**config.mk**
```make
export PLATFORM = sky130hd
export DESIGN_NAME = if_fetch_stage_flat
export DESIGN_NICKNAME = d
export VERILOG_FILES = /design/src/rtl/if_fetch_stage_pkg.sv /design/src/rtl/if_fetch_stage_if.sv /design/src/rtl/if_fetch_stage.sv /design/src/flat_wrapper.sv
export SDC_FILE = /design/constraint.sdc
export NUM_CORES = 1
export LEC_CHECK = 0
export CAP_MARGIN = 10
export CORE_MARGIN = 4
export CORE_UTILIZATION = 51
export CTS_CLUSTER_SIZE = 20
export DETAILED_ROUTE_END_ITERATION = 10
export PLACE_DENSITY = 0.88
export SLEW_MARGIN = 10
export SYNTH_ARGS = -nofsm -noshare
export SYNTH_HDL_FRONTEND = slang
export SYNTH_SLANG_ARGS = --single-unit
```
**constraint.sdc**
```tcl
create_clock -name clk -period 3.1 [get_ports clk]
set_input_delay 0.62 -clock clk [delete_from_list [all_inputs] [get_ports clk]]
set_output_delay 0.62 -clock clk [all_outputs]
set_load 0.01 [all_outputs]
```
**src/rtl/if_fetch_stage_pkg.sv**
```systemverilog
// Shared widths, bus payload layouts and FSM encoding for the fetch stage.
package if_fetch_stage_pkg;

   localparam int unsigned IF_TO_ID_BUS_WD = 64;
   localparam int unsigned BRJ_BUS_WD      = 33;
   localparam int unsigned ID_TO_EX_BUS_WD = 159;
   localparam int unsigned RDW_BUS_WD      = 38;
   localparam int unsigned XLEN            = 32;

   localparam logic [XLEN-1:0] DEF_RESET_PC = 32'h0000_0000;

   // IF->ID payload: {Instruction, PC}
   typedef struct packed {
      logic [XLEN-1:0] inst;
      logic [XLEN-1:0] pc;
   } if_to_id_bus_t;

   // Redirect payload from decode: {wen, target}
   typedef struct packed {
      logic            wen;
      logic [XLEN-1:0] target;
   } brj_bus_t;

   // One-hot fetch states
   typedef enum logic [3:0] {
      S_INIT = 4'b0001,
      S_IF   = 4'b0010,
      S_IW   = 4'b0100,
      S_HOLD = 4'b1000
   } fetch_state_t;

endpackage

```
**src/rtl/if_fetch_stage_if.sv**
```systemverilog
// Fetch-stage handshake bundle: decode side, redirect input and imem request/response.
interface if_fetch_stage_if;
   import if_fetch_stage_pkg::*;

   logic                       ID_Allow_in;
   logic                       IF_to_ID_Valid;
   logic [IF_TO_ID_BUS_WD-1:0] IF_to_ID_Bus;
   logic [BRJ_BUS_WD-1:0]      Branch_or_Jump_Bus;
   logic [XLEN-1:0]            PC;
   logic                       Inst_Req_Valid;
   logic                       Inst_Req_Ready;
   logic [XLEN-1:0]            Instruction;
   logic                       Inst_Valid;
   logic                       Inst_Ready;

   // Fetch stage side
   modport master (
      input  ID_Allow_in, Branch_or_Jump_Bus, Inst_Req_Ready, Instruction, Inst_Valid,
      output IF_to_ID_Valid, IF_to_ID_Bus, PC, Inst_Req_Valid, Inst_Ready
   );

   // Environment side (decode + instruction memory)
   modport slave (
      output ID_Allow_in, Branch_or_Jump_Bus, Inst_Req_Ready, Instruction, Inst_Valid,
      input  IF_to_ID_Valid, IF_to_ID_Bus, PC, Inst_Req_Valid, Inst_Ready
   );

endinterface

```
**src/rtl/if_fetch_stage.sv**
```systemverilog
// Instruction fetch stage: owns the fetch PC, issues one imem request at a time,
// hands {inst, pc} to decode and squashes wrong-path fetches on redirect.
module if_fetch_stage
   import if_fetch_stage_pkg::*;
#(
   parameter logic [31:0] RESET_PC = DEF_RESET_PC
) (
   input  logic             clk,
   input  logic             rst,
   if_fetch_stage_if.master fbus
);

   fetch_state_t    state;
   logic [XLEN-1:0] pc;
   logic [XLEN-1:0] redir_pc;
   logic [XLEN-1:0] inst_buf;
   logic            redir_pend;
   logic            cancel;

   brj_bus_t        brj;
   logic            redirect_now;
   if_to_id_bus_t   out_bus;

   // Redirect is only trusted when decode is retiring the branch this cycle
   assign brj          = brj_bus_t'(fbus.Branch_or_Jump_Bus);
   assign redirect_now = brj.wen & fbus.ID_Allow_in;

   // Handshake outputs decode straight from the state flops; valid is killed by a same-cycle redirect
   assign fbus.PC             = pc;
   assign fbus.Inst_Req_Valid = (state == S_IF);
   assign fbus.Inst_Ready     = (state == S_IW);
   assign fbus.IF_to_ID_Valid = (state == S_HOLD) & ~redirect_now;
   assign out_bus.inst        = inst_buf;
   assign out_bus.pc          = pc;
   assign fbus.IF_to_ID_Bus   = IF_TO_ID_BUS_WD'(out_bus);

   // Fetch FSM and PC / redirect bookkeeping
   always_ff @(posedge clk or negedge rst) begin
      if (!rst) begin
         state      <= S_INIT;
         pc         <= RESET_PC;
         redir_pc   <= RESET_PC;
         inst_buf   <= '0;
         redir_pend <= 1'b0;
         cancel     <= 1'b0;
      end else begin
         unique case (state)
            S_INIT: begin
               state <= S_IF;
            end
            S_IF: begin
               // PC must stay put while the request is up; remember the redirect instead
               if (redirect_now) begin
                  redir_pend <= 1'b1;
                  redir_pc   <= brj.target;
                  cancel     <= 1'b1;
               end
               if (fbus.Inst_Req_Ready) begin
                  state <= S_IW;
               end
            end
            S_IW: begin
               if (fbus.Inst_Valid) begin
                  if (redirect_now) begin
                     // Response arrives with the redirect: drop it and jump now
                     pc         <= brj.target;
                     redir_pend <= 1'b0;
                     cancel     <= 1'b0;
                     state      <= S_IF;
                  end else if (cancel) begin
                     // Wrong-path response: discard and resume at the saved target
                     pc         <= redir_pc;
                     redir_pend <= 1'b0;
                     cancel     <= 1'b0;
                     state      <= S_IF;
                  end else begin
                     inst_buf <= fbus.Instruction;
                     state    <= S_HOLD;
                  end
               end else if (redirect_now) begin
                  redir_pend <= 1'b1;
                  redir_pc   <= brj.target;
                  cancel     <= 1'b1;
               end
            end
            S_HOLD: begin
               if (fbus.ID_Allow_in) begin
                  pc    <= redirect_now ? brj.target : pc + 32'd4;
                  state <= S_IF;
               end
            end
            default: begin
               state <= S_INIT;
            end
         endcase
      end
   end

endmodule

```
**src/flat_wrapper.sv**
```systemverilog
// flat-port wrapper written by rule: the top's interface ports become plain ports
module if_fetch_stage_flat import if_fetch_stage_pkg::*;
#(
   parameter logic [31:0] RESET_PC = DEF_RESET_PC
)
  (clk, rst, fbus_ID_Allow_in, fbus_Branch_or_Jump_Bus, fbus_Inst_Req_Ready, fbus_Instruction, fbus_Inst_Valid, fbus_IF_to_ID_Valid, fbus_IF_to_ID_Bus, fbus_PC, fbus_Inst_Req_Valid, fbus_Inst_Ready);
  if_fetch_stage_if fbus_i ();
  input  logic clk;
  input  logic rst;
  input wire logic [$bits(fbus_i.ID_Allow_in)-1:0] fbus_ID_Allow_in;
  input wire logic [$bits(fbus_i.Branch_or_Jump_Bus)-1:0] fbus_Branch_or_Jump_Bus;
  input wire logic [$bits(fbus_i.Inst_Req_Ready)-1:0] fbus_Inst_Req_Ready;
  input wire logic [$bits(fbus_i.Instruction)-1:0] fbus_Instruction;
  input wire logic [$bits(fbus_i.Inst_Valid)-1:0] fbus_Inst_Valid;
  output wire logic [$bits(fbus_i.IF_to_ID_Valid)-1:0] fbus_IF_to_ID_Valid;
  output wire logic [$bits(fbus_i.IF_to_ID_Bus)-1:0] fbus_IF_to_ID_Bus;
  output wire logic [$bits(fbus_i.PC)-1:0] fbus_PC;
  output wire logic [$bits(fbus_i.Inst_Req_Valid)-1:0] fbus_Inst_Req_Valid;
  output wire logic [$bits(fbus_i.Inst_Ready)-1:0] fbus_Inst_Ready;
  assign fbus_i.ID_Allow_in = fbus_ID_Allow_in;
  assign fbus_i.Branch_or_Jump_Bus = fbus_Branch_or_Jump_Bus;
  assign fbus_i.Inst_Req_Ready = fbus_Inst_Req_Ready;
  assign fbus_i.Instruction = fbus_Instruction;
  assign fbus_i.Inst_Valid = fbus_Inst_Valid;
  assign fbus_IF_to_ID_Valid = fbus_i.IF_to_ID_Valid;
  assign fbus_IF_to_ID_Bus = fbus_i.IF_to_ID_Bus;
  assign fbus_PC = fbus_i.PC;
  assign fbus_Inst_Req_Valid = fbus_i.Inst_Req_Valid;
  assign fbus_Inst_Ready = fbus_i.Inst_Ready;
  if_fetch_stage #(.RESET_PC(RESET_PC)) u_core (.clk(clk), .rst(rst), .fbus(fbus_i));
endmodule
```
; Word-level counts from Yosys, hierarchy flattened
; Cells that the tools add are included.
[word_totals]
reg_bits = 101
inputBits = 70
word_cells = 43
[op_classes]
mux = 18
n_bitwise = 4
n_addsub = 1
eq_ne = 9
reduce_logical = 6
[op_table]
columns = cell, n
row1 = $mux 32, 7
row2 = $pmux 32 s2, 2
row3 = $add 32x3->32 const B, 1
row4 = $mux 4, 5
row5 = $pmux 4 s4, 1
row6 = $ne 2x2->1 const B, 4
row7 = $reduce_and 4->1, 2
row8 = $eq 4x1->1 const B, 1
row9 = $eq 4x2->1 const B, 1
row10 = $eq 4x3->1 const B, 1
row11 = $eq 4x4->1 const B, 1
row12 = $reduce_bool 2->1, 2
row13 = $ne 3x1->1 const B, 1
row14 = $reduce_and 3->1, 1
row15 = $and 1x1->1, 2
row16 = $mux 1, 2
row17 = $not 1->1, 2
row18 = $pmux 1 s2, 1
row19 = $reduce_and 2->1, 1

; Logic depth before layout (Yosys ltp)
; Gate-level depths: netlist of run 1.
[logic_depth]
word_depth = 4
ltp_mapped = 9
mapped_depth_nobuf = 6

; Least setup slack after synthesis of run 1
; Ideal clock, no wire load.
[synth_timing]
kind = flip-flop to output port
from = register u_core.state[2]
to = output port fbus_IF_to_ID_Valid
stages_incl_launch_ff = 6
setup_slack_ns = 1.126
arrival_ns = 1.354
cell_sequence = dfrtp_1 -> buf_6 -> nor4b_4 -> nand2_1 -> inv_1 -> clkbuf_1
[synth_via]
elab_chain_len = 2
[synth_rtl]
columns = item, line
row1 = start: declaration, if_fetch_stage.sv:13  ; fetch_state_t state;
row2 = start signal: assignment, if_fetch_stage.sv:40  ; state <= S_INIT;
row3 = start signal: assignment, if_fetch_stage.sv:49  ; state <= S_IF;
row4 = start signal: assignment, if_fetch_stage.sv:59  ; state <= S_IW;
row5 = $eq 4x4->1, if_fetch_stage.sv:32  ; assign fbus.IF_to_ID_Valid = (state == S_HOLD) & ~redirect_now;
row6 = $and 1x1->1, if_fetch_stage.sv:32
row7 = end: declaration, flat_wrapper.sv:15  ; output wire logic [$bits(fbus_i.IF_to_ID_Valid)-1:0] fbus_IF_to_ID_Valid;
; Every way passes these cells.

; Final worst setup path of run 1
; Same ends and word-level chain as after synthesis.

==> results of run 1 <==
-- worst paths after layout --
kind	startpoint	to	slack, ns	depth (start not counted)
hold reg to reg	u_core.redir_pc[17]	u_core.redir_pc[17]	0.51	1
setup reg to reg	u_core.fbus.PC[2]	u_core.fbus.PC[20]	0.71	6
setup / recovery	u_core.state[2]	fbus_IF_to_ID_Valid	0.23	4
min in group clk	u_core.redir_pc[17]	u_core.redir_pc[17]	0.51	1
hold / removal	rst	u_core.fbus.PC[11]	0.32	1
max in group asynchronous	rst	u_core.state[0]	2.02	2
-- area by class of cell --
cell class | count | area [um^2] | share of cell area
flip-flops and latches | 101 | 2529 | 0.3556
multi-input cells | 341 | 2356 | 0.3313
clock inverters | 4 | 70.07 | 0.009854
repair buffers | 180 | 1782 | 0.2506
clock buffers | 12 | 155.1 | 0.02182
inverters | 13 | 48.80 | 0.006863
well taps | 136 | 170.2 | 0.02393
-- synth_stat cells (2+ instances only) --
cell                       instances  share of area
sky130_fd_sc_hd__dfrtp_1         100           0.47
sky130_fd_sc_hd__mux2_2           64           0.14
sky130_fd_sc_hd__o21ai_0          48          0.045
sky130_fd_sc_hd__nand2_1          42          0.030
sky130_fd_sc_hd__buf_4            32          0.045
sky130_fd_sc_hd__a21oi_1          22          0.021
sky130_fd_sc_hd__nor2_1           21          0.015
sky130_fd_sc_hd__clkbuf_1         19          0.013
sky130_fd_sc_hd__nand3_1          19          0.018
sky130_fd_sc_hd__and3_1           16          0.019
sky130_fd_sc_hd__a31oi_1          13          0.015
sky130_fd_sc_hd__buf_2            13          0.012
sky130_fd_sc_hd__inv_1            13         0.0092
sky130_fd_sc_hd__nand4_1          10          0.012
sky130_fd_sc_hd__nor3_1            9         0.0085
sky130_fd_sc_hd__nor4_1            6         0.0071
sky130_fd_sc_hd__o21ai_1           6         0.0056
sky130_fd_sc_hd__o22ai_1           6         0.0071
sky130_fd_sc_hd__a211oi_1          5         0.0071
sky130_fd_sc_hd__a22o_1            4         0.0066
sky130_fd_sc_hd__a41oi_1           4         0.0066
sky130_fd_sc_hd__o31ai_1           4         0.0056
sky130_fd_sc_hd__and2_1            3         0.0035
sky130_fd_sc_hd__and4_1            3         0.0049
sky130_fd_sc_hd__buf_6             3         0.0064
sky130_fd_sc_hd__mux2_1            3         0.0064
sky130_fd_sc_hd__o31a_1            3         0.0049
sky130_fd_sc_hd__a21o_1            2         0.0028
sky130_fd_sc_hd__nor4b_2           2         0.0056
sky130_fd_sc_hd__o41ai_1           2         0.0033
sky130_fd_sc_hd__or2_2             2         0.0024
-- through the flow --
stage	utilization	setup WS, ns
2_1_floorplan	-	1.126
3_3_place_gp	0.6730	0.3944
3_5_place_dp	0.6730	0.3788
4_1_cts	0.6950	0.2093
5_1_grt	0.6950	0.1282
6_report	0.6950	0.2339
-- routing by layer --
layer  wire, um  global-route usage  vias to the layer above
met5          0                   0                        -
met4        252             0.07836                        0
met3       1502             0.06698                       26
met2       6974              0.4103                      253
met1       5743              0.3000                     2260
li1           -                   -                     2121
-- registers in the layout, indices dropped and copies added (netlist names) --
register,flops
u_core.fbus.PC,32
u_core.cancel,1
u_core.redir_pc,32
u_core.state,4
u_core.inst_buf,32
-- logic make-up (layout without fill, tap and decap cells) --
family,Yosys count,count (layout),synth area share
muxes,67,67,0.1419
xor gates and xnor gates,1,1,0.001648
buffers and inverters,80,209,0.08639
and+or+nand+nor,139,139,0.1372
AOI/OAI and AO/OA,133,133,0.1547
DFF,101,101,0.4758
adders and majority gates,1,1,0.002354
-- where the power goes --
part	internal, uW	total [uW]	switching, uW
Combinational	1490	2410	928
Clock	497	938	441
Sequential	1870	2420	555
-- placed cells by master, fill, tap and decap left out, types with 3 or more instances in the layout --
cell / Yosys / layout
sky130_fd_sc_hd__o22ai_1: 6 / 6
sky130_fd_sc_hd__nor4_1: 6 / 6
sky130_fd_sc_hd__inv_1: 13 / 13
sky130_fd_sc_hd__nand3_1: 19 / 19
sky130_fd_sc_hd__a31oi_1: 13 / 13
sky130_fd_sc_hd__nor2_1: 21 / 21
sky130_fd_sc_hd__nor3_1: 9 / 9
sky130_fd_sc_hd__buf_4: 32 / 12
sky130_fd_sc_hd__o31a_1: 3 / 3
sky130_fd_sc_hd__nand4_1: 10 / 10
sky130_fd_sc_hd__nand2_1: 42 / 42
sky130_fd_sc_hd__mux2_2: 64 / 64
sky130_fd_sc_hd__a41oi_1: 4 / 4
sky130_fd_sc_hd__a22o_1: 4 / 4
sky130_fd_sc_hd__o21ai_0: 48 / 48
sky130_fd_sc_hd__a21oi_1: 22 / 22
sky130_fd_sc_hd__mux2_1: 3 / 3
sky130_fd_sc_hd__and2_1: 3 / 3
sky130_fd_sc_hd__dfrtp_1: 100 / 100
sky130_fd_sc_hd__a211oi_1: 5 / 5
sky130_fd_sc_hd__o31ai_1: 4 / 4
sky130_fd_sc_hd__and4_1: 3 / 3
sky130_fd_sc_hd__o21ai_1: 6 / 5
sky130_fd_sc_hd__clkdlybuf4s50_1: 0 / 167
sky130_fd_sc_hd__clkbuf_8: 0 / 11
sky130_fd_sc_hd__and3_1: 16 / 16
==> reports/results.ini, run 1 <==
[grt]
grt_usage = 0.2424
grt_antenna_before_repair = 0
grt_pass1_vias = 4575
globalRouteOverflowTotal = 0
first_pass_grt_wire_length_mm = 22.88
pin_count_of_the_biggest_net_entering_global_routing = 58

[synth]
synth-async-reset-ratio = 1.000
postSynthNetCount = 593
synth-seq-area-share = 0.4758
synth_area_um2 = 5315
yosys_warnings = 0
postSynthRegisterBits = 101
synth-edff-count = 0
postSynth.topFlopCell = sky130_fd_sc_hd__dfrtp_1
postSynthAreaPerCell_um2 = 10.18
synthDistinctLibCells = 54
synth_cells = 522

[clock_tree]
insertion_delay_to_the_later_sink_of_the_worst_skew_pair_ns = 0.36
numClockSinks = 101
htree_num_levels = 3
postCtsSetupRepairBufs = 0
clkSlewWorstSetupHoldPaths_ns = 0.09
max-clock-path-buffers = 2
tritoncts = built
cts-root-buf = sky130_fd_sc_hd__clkbuf_8
holdBufCountCts = 0
number_of_cts_inserted_buffers = 9
cts_resized = 0

[critical_path]
critical_path_class = reg2out
cp_top_family = buffers and inverters
timing.critical_path.buf_inv = 2
critical-path-slowest-cell = sky130_fd_sc_hd__clkdlybuf4s50_1
cp-start-kind = register
critPathMaxStageDelay_ns = 0.56
required_ns = 2.48
cp_cell_sequence = nor4b_4 > nand2_1 > inv_1 > clkdlybuf4s50_1
worst-path-max-fanout = 9
cp.arrival_ns = 2.25
endpoint_kind = output pin

[floorplanning]
coreArea_um2 = 10230
die_height_um = 110.1
floorplan.initialDensity = 0.5195
fp.dieArea_um2 = 12120
row_cnt = 37
io_pins = 169
die_width_um = 110.1

[timing]
fin_worst_hold_slack_ns = 0.3193
slew_viol_final = 0
finClkSkew_ns = 0.008647
min_period_over_period = 0.9246
setup_viol = 0
rsz0062_at_grt = false
final_period_minus_worst_setup_slack_ns = 2.866
final.setup.tns_ns = 0
worst-slew-pin-transition_ns = 1.106
fmax_mhz = 348.9
timing.max_slew.rel_slack = 0.2599
final-hold-violation-count = 0

[place]
detailedPlacementHpwl_mm = 10.27
placed_cells_incl_taps = 771
place.gp.congestion = 0.8960
placement.cell_area_um2 = 6885
portBuffers = 168

[layout]
final_nets = 717
fin_cells = 787
diodes = 0
layout-area-overhead-vs-synth_pct = 33.78
layout-drive-gt1-share = 0.1551
final_area_um2 = 7111
layout.filler_cells = 734

[worst_hold_path]
hold_class = in2async

[routing]
ant_nets_after_route = 0
detail_route.first_pass.iterations = 5
avgViaCountPerCell = 5.921
drtIter0Drc = 243
detailroute.via_count = 4660
routed_wirelength_mm = 14.47
post_drt_wl_per_cell_um = 18.39
drcViolationCount = 0

[power]
p_leak_uw = 0.003058
power.density_cell_area_nw_per_um2 = 812.1
irDropWorstVdd_v = 0.0004424
power.total_uw = 5774

[flow_run]
drv.max_cap_violation_count = 0

[status]
run_status = complete, no violations

Note: power is estimated with default switching activity, not from simulation.
==> inputs of run 2 (changes only) <==
--- a/config.mk
+++ b/config.mk
@@ -10,7 +10,7 @@
 export CORE_UTILIZATION = 51
 export CTS_CLUSTER_SIZE = 20
 export DETAILED_ROUTE_END_ITERATION = 10
-export PLACE_DENSITY = 0.88
+export PLACE_DENSITY = 0.87
 export SLEW_MARGIN = 10
 export SYNTH_ARGS = -nofsm -noshare
 export SYNTH_HDL_FRONTEND = slang
==> reports/results.ini, run 2 (synthesis results as in run 1) <==
[status]
run_status = complete, no violations

[floorplanning]
coreArea_um2 = 10230  ; unchanged
die_height_um = 110.1  ; unchanged
fp.dieArea_um2 = 12120  ; unchanged
row_cnt = 37  ; unchanged
die_width_um = 110.1  ; unchanged
floorplan.initialDensity = 0.5195  ; unchanged
io_pins = 169  ; unchanged

[layout]
final_nets = 717  ; unchanged
diodes = 0  ; unchanged
layout-area-overhead-vs-synth_pct = 34.20
layout-drive-gt1-share = 0.1554  ; +0.0002387
fin_cells = 786  ; -0.13%
layout.filler_cells = 755  ; +2.9%
layout.cells.most_common_list = sky130_fd_sc_hd__clkdlybuf4s50_1, sky130_fd_sc_hd__dfrtp_1, sky130_fd_sc_hd__mux2_2, sky130_fd_sc_hd__o21ai_0, sky130_fd_sc_hd__nand2_1
layout_commonest_cell = sky130_fd_sc_hd__clkdlybuf4s50_1

[critical_path]
required_ns = 2.48  ; about the same
r2r_cells = 6  ; unchanged
cp-start-kind = register
cp.arrival_ns = 2.26  ; about the same
worst-path-max-fanout = 9  ; unchanged
critical_path_class = reg2out
endpoint_kind = output pin

[timing]
rsz0062_at_grt = false
final.setup.tns_ns = 0  ; unchanged
final-hold-violation-count = 0  ; unchanged
fmax_mhz = 347.6  ; -0.38%
slew_viol_final = 0  ; unchanged
setup_viol = 0  ; unchanged
timing.max_slew.rel_slack = 0.2546  ; -0.005278
final_period_minus_worst_setup_slack_ns = 2.877  ; +0.01081 ns
min_period_over_period = 0.9280  ; +0.003487
worst-slew-pin-transition_ns = 1.114  ; +0.007886 ns
finClkSkew_ns = 0.01151  ; +0.002861 ns

[grt]
pin_count_of_the_biggest_net_entering_global_routing = 54  ; -6.9%
grt_antenna_before_repair = 0  ; unchanged
globalRouteOverflowTotal = 0  ; unchanged
grt_usage = 0.2385  ; -0.003876
grt_pass1_vias = 4724  ; +3.3%
first_pass_grt_wire_length_mm = 22.92  ; +0.18%

[place]
placed_cells_incl_taps = 771  ; unchanged
portBuffers = 168  ; unchanged
place.gp.congestion = 0.8996  ; +0.40%
detailedPlacementHpwl_mm = 10.29  ; +0.23%

[flow_run]
drv.max_cap_violation_count = 0  ; unchanged

[power]
power.density_cell_area_nw_per_um2 = 818.2  ; +0.76%
irDropWorstVdd_v = 0.0005275  ; +19%
p_leak_uw = 0.003064  ; +0.19%

[clock_tree]
tritoncts = built
clkSlewWorstSetupHoldPaths_ns = 0.10  ; about the same
numClockSinks = 101  ; unchanged
cts_resized = 0  ; unchanged
number_of_cts_inserted_buffers = 9  ; unchanged
max-clock-path-buffers = 2  ; unchanged
postCtsSetupRepairBufs = 0  ; unchanged
htree_num_levels = 3  ; unchanged
insertion_delay_to_the_later_sink_of_the_worst_skew_pair_ns = 0.36  ; about the same
holdBufCountCts = 0  ; unchanged
cts-root-buf = sky130_fd_sc_hd__clkbuf_8

[routing]
detail_route.first_pass.iterations = 5  ; unchanged
drtIter0Drc = 241  ; -0.82%
drcViolationCount = 0  ; unchanged
detailroute.via_count = 4653  ; -0.15%
avgViaCountPerCell = 5.920  ; about the same
routed_wirelength_mm = 14.35  ; -0.83%
post_drt_wl_per_cell_um = 18.26  ; -0.70%
ant_nets_after_route = 0  ; unchanged

[worst_hold_path]
hold_class = in2async

run 2: cell count changes in the layout (fill, tap and decap cells not counted):
| cell | previous run | this run |
|---|---|---|
| sky130_fd_sc_hd__clkinv_2 | 2 | 1 |
| sky130_fd_sc_hd__buf_4 | 12 | 11 |
| sky130_fd_sc_hd__buf_12 | 1 | 2 |
| sky130_fd_sc_hd__bufinv_16 | 2 | 3 |
| sky130_fd_sc_hd__clkbuf_8 | 11 | 9 |
| sky130_fd_sc_hd__clkbuf_1 | 1 | 0 |
| sky130_fd_sc_hd__inv_6 | 0 | 1 |
| sky130_fd_sc_hd__clkinvlp_4 | 0 | 1 |
run 2: per-layer routing:
metal / wire length (um) / GRT usage / vias to the layer above / part of all wire
li1: - / - / 2117 / -
met1: 5573 / 0.2962 / 2270 / 0.39
met2: 7122 / 0.4073 / 250 / 0.50
met3: 1473 / 0.06931 / 16 / 0.10
met4: 183 / 0.06233 / 0 / 0.013
met5: 0 / 0 / - / 0
run 2: metrics by stage:
step / power (uW) / utilization / setup WS [ns] / area [um^2] / hold WS (ns)
after floorplan: 3669 / - / 1.126 / 5315 / 0.3244
after global placement: 4728 / 0.6742 / 0.3963 / 6898 / 0.4750
after detailed placement: 4880 / 0.6742 / 0.3426 / 6898 / 0.4855
after CTS: 5882 / 0.6972 / 0.2138 / 7133 / 0.3127
after global routing: 6197 / 0.6972 / 0.1028 / 7133 / 0.3431
final: 5837 / 0.6972 / 0.2231 / 7133 / 0.3035
run 2: worst max-delay path, cell delays in order, from the launching register on:
cell and delay [ns]:
sky130_fd_sc_hd__dfrtp_1 0.50, sky130_fd_sc_hd__nor4b_4 0.53, sky130_fd_sc_hd__nand2_1 0.15, sky130_fd_sc_hd__inv_1 0.15, sky130_fd_sc_hd__clkdlybuf4s50_1 0.57
run 2: worst paths after layout:
kind,from,end,slack (ns)
max,u_core.state[2],fbus_IF_to_ID_Valid,0.22
min,rst,u_core.fbus.PC[12],0.30
max reg2reg,u_core.fbus.PC[2],u_core.fbus.PC[28],0.68
min reg2reg,u_core.redir_pc[13],u_core.redir_pc[13],0.51
max in group asynchronous,rst,u_core.state[0],2.03
min in group clk,u_core.redir_pc[13],u_core.redir_pc[13],0.51
run 2: layout make-up:
class                           count  area [um^2]  area share
Clock buffer                        9        123.9     0.01737
Tap cell                          136        170.2     0.02386
Multi-Input combinational cell    341         2356      0.3303
Sequential cell                   101         2529      0.3545
Clock inverter                      6        111.4     0.01561
Timing Repair Buffer              180         1794      0.2515
Inverter                           13        48.80    0.006841
run 2: power breakdown:
part / switching, uW / internal, uW
clock network: 453 / 533
registers: 555 / 1870
logic: 938 / 1490
==> inputs of run 3 (changes only) <==
--- a/config.mk
+++ b/config.mk
@@ -10,7 +10,7 @@
 export CORE_UTILIZATION = 51
 export CTS_CLUSTER_SIZE = 20
 export DETAILED_ROUTE_END_ITERATION = 10
-export PLACE_DENSITY = 0.87
+export PLACE_DENSITY_LB_ADDON = 0.12
 export SLEW_MARGIN = 10
 export SYNTH_ARGS = -nofsm -noshare
 export SYNTH_HDL_FRONTEND = slang
==> reports/results.ini, run 3 (synthesis results as in run 1) <==
[status]
run_status = complete, no violations

[layout]
layout-drive-gt1-share = 0.1577  ; +0.002349
layout.cells.most_common_list = sky130_fd_sc_hd__clkdlybuf4s50_1, sky130_fd_sc_hd__dfrtp_1, sky130_fd_sc_hd__mux2_2, sky130_fd_sc_hd__o21ai_0, sky130_fd_sc_hd__nand2_1
layout-area-overhead-vs-synth_pct = 33.83
final_nets = 719  ; +0.28%
layout_commonest_cell = sky130_fd_sc_hd__clkdlybuf4s50_1
diodes = 0  ; unchanged

[critical_path]
worst-path-max-fanout = 9  ; unchanged
cp-start-kind = register
required_ns = 2.48  ; about the same
cp.arrival_ns = 2.22  ; -0.04 ns
critical-path-slowest-cell = sky130_fd_sc_hd__clkdlybuf4s50_1
critPathMaxStageDelay_ns = 0.55  ; -0.02 ns
endpoint_kind = output pin
cp_top_family = buffers and inverters
cp_cell_sequence = nor4b_4 > nand2_1 > inv_1 > clkdlybuf4s50_1
timing.critical_path.buf_inv = 2  ; unchanged
critical_path_class = reg2out

[place]
detailedPlacementHpwl_mm = 9.795  ; -4.8%
portBuffers = 168  ; unchanged
place.gp.congestion = 0.9018  ; +0.24%

[worst_hold_path]
hold_class = in2async

[routing]
drtIter0Drc = 182  ; -24%
drcViolationCount = 0  ; unchanged
routed_wirelength_mm = 13.92  ; -3.0%
detailroute.via_count = 4535  ; -2.5%
avgViaCountPerCell = 5.748  ; -2.9%
ant_nets_after_route = 0  ; unchanged
detail_route.first_pass.iterations = 5  ; unchanged
post_drt_wl_per_cell_um = 17.64  ; -3.4%

[grt]
grt_pass1_vias = 4532  ; -4.1%
first_pass_grt_wire_length_mm = 22.60  ; -1.4%
globalRouteOverflowTotal = 0  ; unchanged
pin_count_of_the_biggest_net_entering_global_routing = 71  ; +31%
grt_antenna_before_repair = 0  ; unchanged
grt_usage = 0.2388  ; +0.0003617

[timing]
final.setup.tns_ns = 0  ; unchanged
min_period_over_period = 0.9169  ; -0.01116
fmax_mhz = 351.8  ; +1.2%
timing.max_slew.rel_slack = 0.2203  ; -0.03435
final-hold-violation-count = 0  ; unchanged
fin_worst_hold_slack_ns = 0.3713  ; +0.06777 ns
worst-slew-pin-transition_ns = 1.165  ; +0.05133 ns
setup_viol = 0  ; unchanged
rsz0062_at_grt = false
slew_viol_final = 0  ; unchanged
final_period_minus_worst_setup_slack_ns = 2.842  ; -0.03459 ns
finClkSkew_ns = 0.009184  ; -0.002325 ns

[floorplanning]
die_height_um = 110.1  ; unchanged
fp.dieArea_um2 = 12120  ; unchanged
floorplan.initialDensity = 0.5195  ; unchanged
coreArea_um2 = 10230  ; unchanged
die_width_um = 110.1  ; unchanged
row_cnt = 37  ; unchanged
io_pins = 169  ; unchanged

[clock_tree]
cts_resized = 0  ; unchanged
postCtsSetupRepairBufs = 0  ; unchanged
cts-root-buf = sky130_fd_sc_hd__clkbuf_8
numClockSinks = 101  ; unchanged
tritoncts = built
htree_num_levels = 3  ; unchanged
clkSlewWorstSetupHoldPaths_ns = 0.10  ; about the same
number_of_cts_inserted_buffers = 9  ; unchanged
holdBufCountCts = 0  ; unchanged
insertion_delay_to_the_later_sink_of_the_worst_skew_pair_ns = 0.37  ; about the same
max-clock-path-buffers = 2  ; unchanged

[power]
seq_power_share = 0.418  ; +0.003
power.combinational.fraction = 0.417  ; about the same
p_leak_uw = 0.003062  ; about the same
internal-power_uw = 3850  ; -1.0%
power_switching_share = 0.3320  ; -0.001367
clock_power_share = 0.165  ; -0.004
power.density_cell_area_nw_per_um2 = 810.3  ; -0.96%
switchingPower_uw = 1914  ; -1.6%
irDropWorstVdd_v = 0.0004620  ; -12%

[flow_run]
drv.max_cap_violation_count = 0  ; unchanged

[run 3: final cells by class]
cell class                      count  area, um^2
Fill cell                         790        3118
Inverter                           13       48.80
Timing Repair Buffer              182        1784
Multi-Input combinational cell    341        2356
Sequential cell                   101        2529
Clock buffer                       12       155.1
Tap cell                          136       170.2
Clock inverter                      4       70.07
[run 3: final timing paths]
path	slack (ns)	from	cells past startpoint	to
setup / recovery	0.26	u_core.state[2]	4	fbus_IF_to_ID_Valid
hold / removal	0.37	rst	1	u_core.redir_pc[10]
setup reg to reg	0.62	u_core.state[2]	6	u_core.fbus.PC[29]
hold reg to reg	0.50	u_core.redir_pc[19]	1	u_core.redir_pc[19]
max in group asynchronous	1.92	rst	2	u_core.inst_buf[23]
min in group clk	0.50	u_core.redir_pc[19]	1	u_core.redir_pc[19]
[run 3: per-layer routing]
| layer | routed length, um | global-route usage | share of wire |
|---|---|---|---|
| met1 | 5812 | 0.3133 | 0.42 |
| met3 | 1230 | 0.06698 | 0.088 |
| met4 | 192 | 0.08905 | 0.014 |
| met5 | 0 | 0 | 0 |
| met2 | 6681 | 0.3774 | 0.48 |
[run 3: per-stage QoR]
stage | area (um^2) | power [uW] | std cells | worst slack [ns] | util
after floorplan | 5315 | 3669 | 522 | 1.126 | -
after global placement | 6888 | 4737 | 773 | 0.4390 | 0.6732
after detailed placement | 6888 | 4848 | 773 | 0.4103 | 0.6732
after CTS | 7113 | 5807 | 789 | 0.2498 | 0.6952
after global routing | 7113 | 6154 | 789 | 0.1306 | 0.6952
final | 7113 | 5764 | 789 | 0.2576 | 0.6952
[run 3: power by group through the flow]
stage | sequential, uW | clock [uW] | combinational (uW)
floorplan | 2410 | 0 | 1260
global placement | 2380 | 0 | 2360
detailed placement | 2430 | 0 | 2420
CTS | 2400 | 967 | 2430
global route | 2500 | 1030 | 2630
finish | 2410 | 948 | 2400
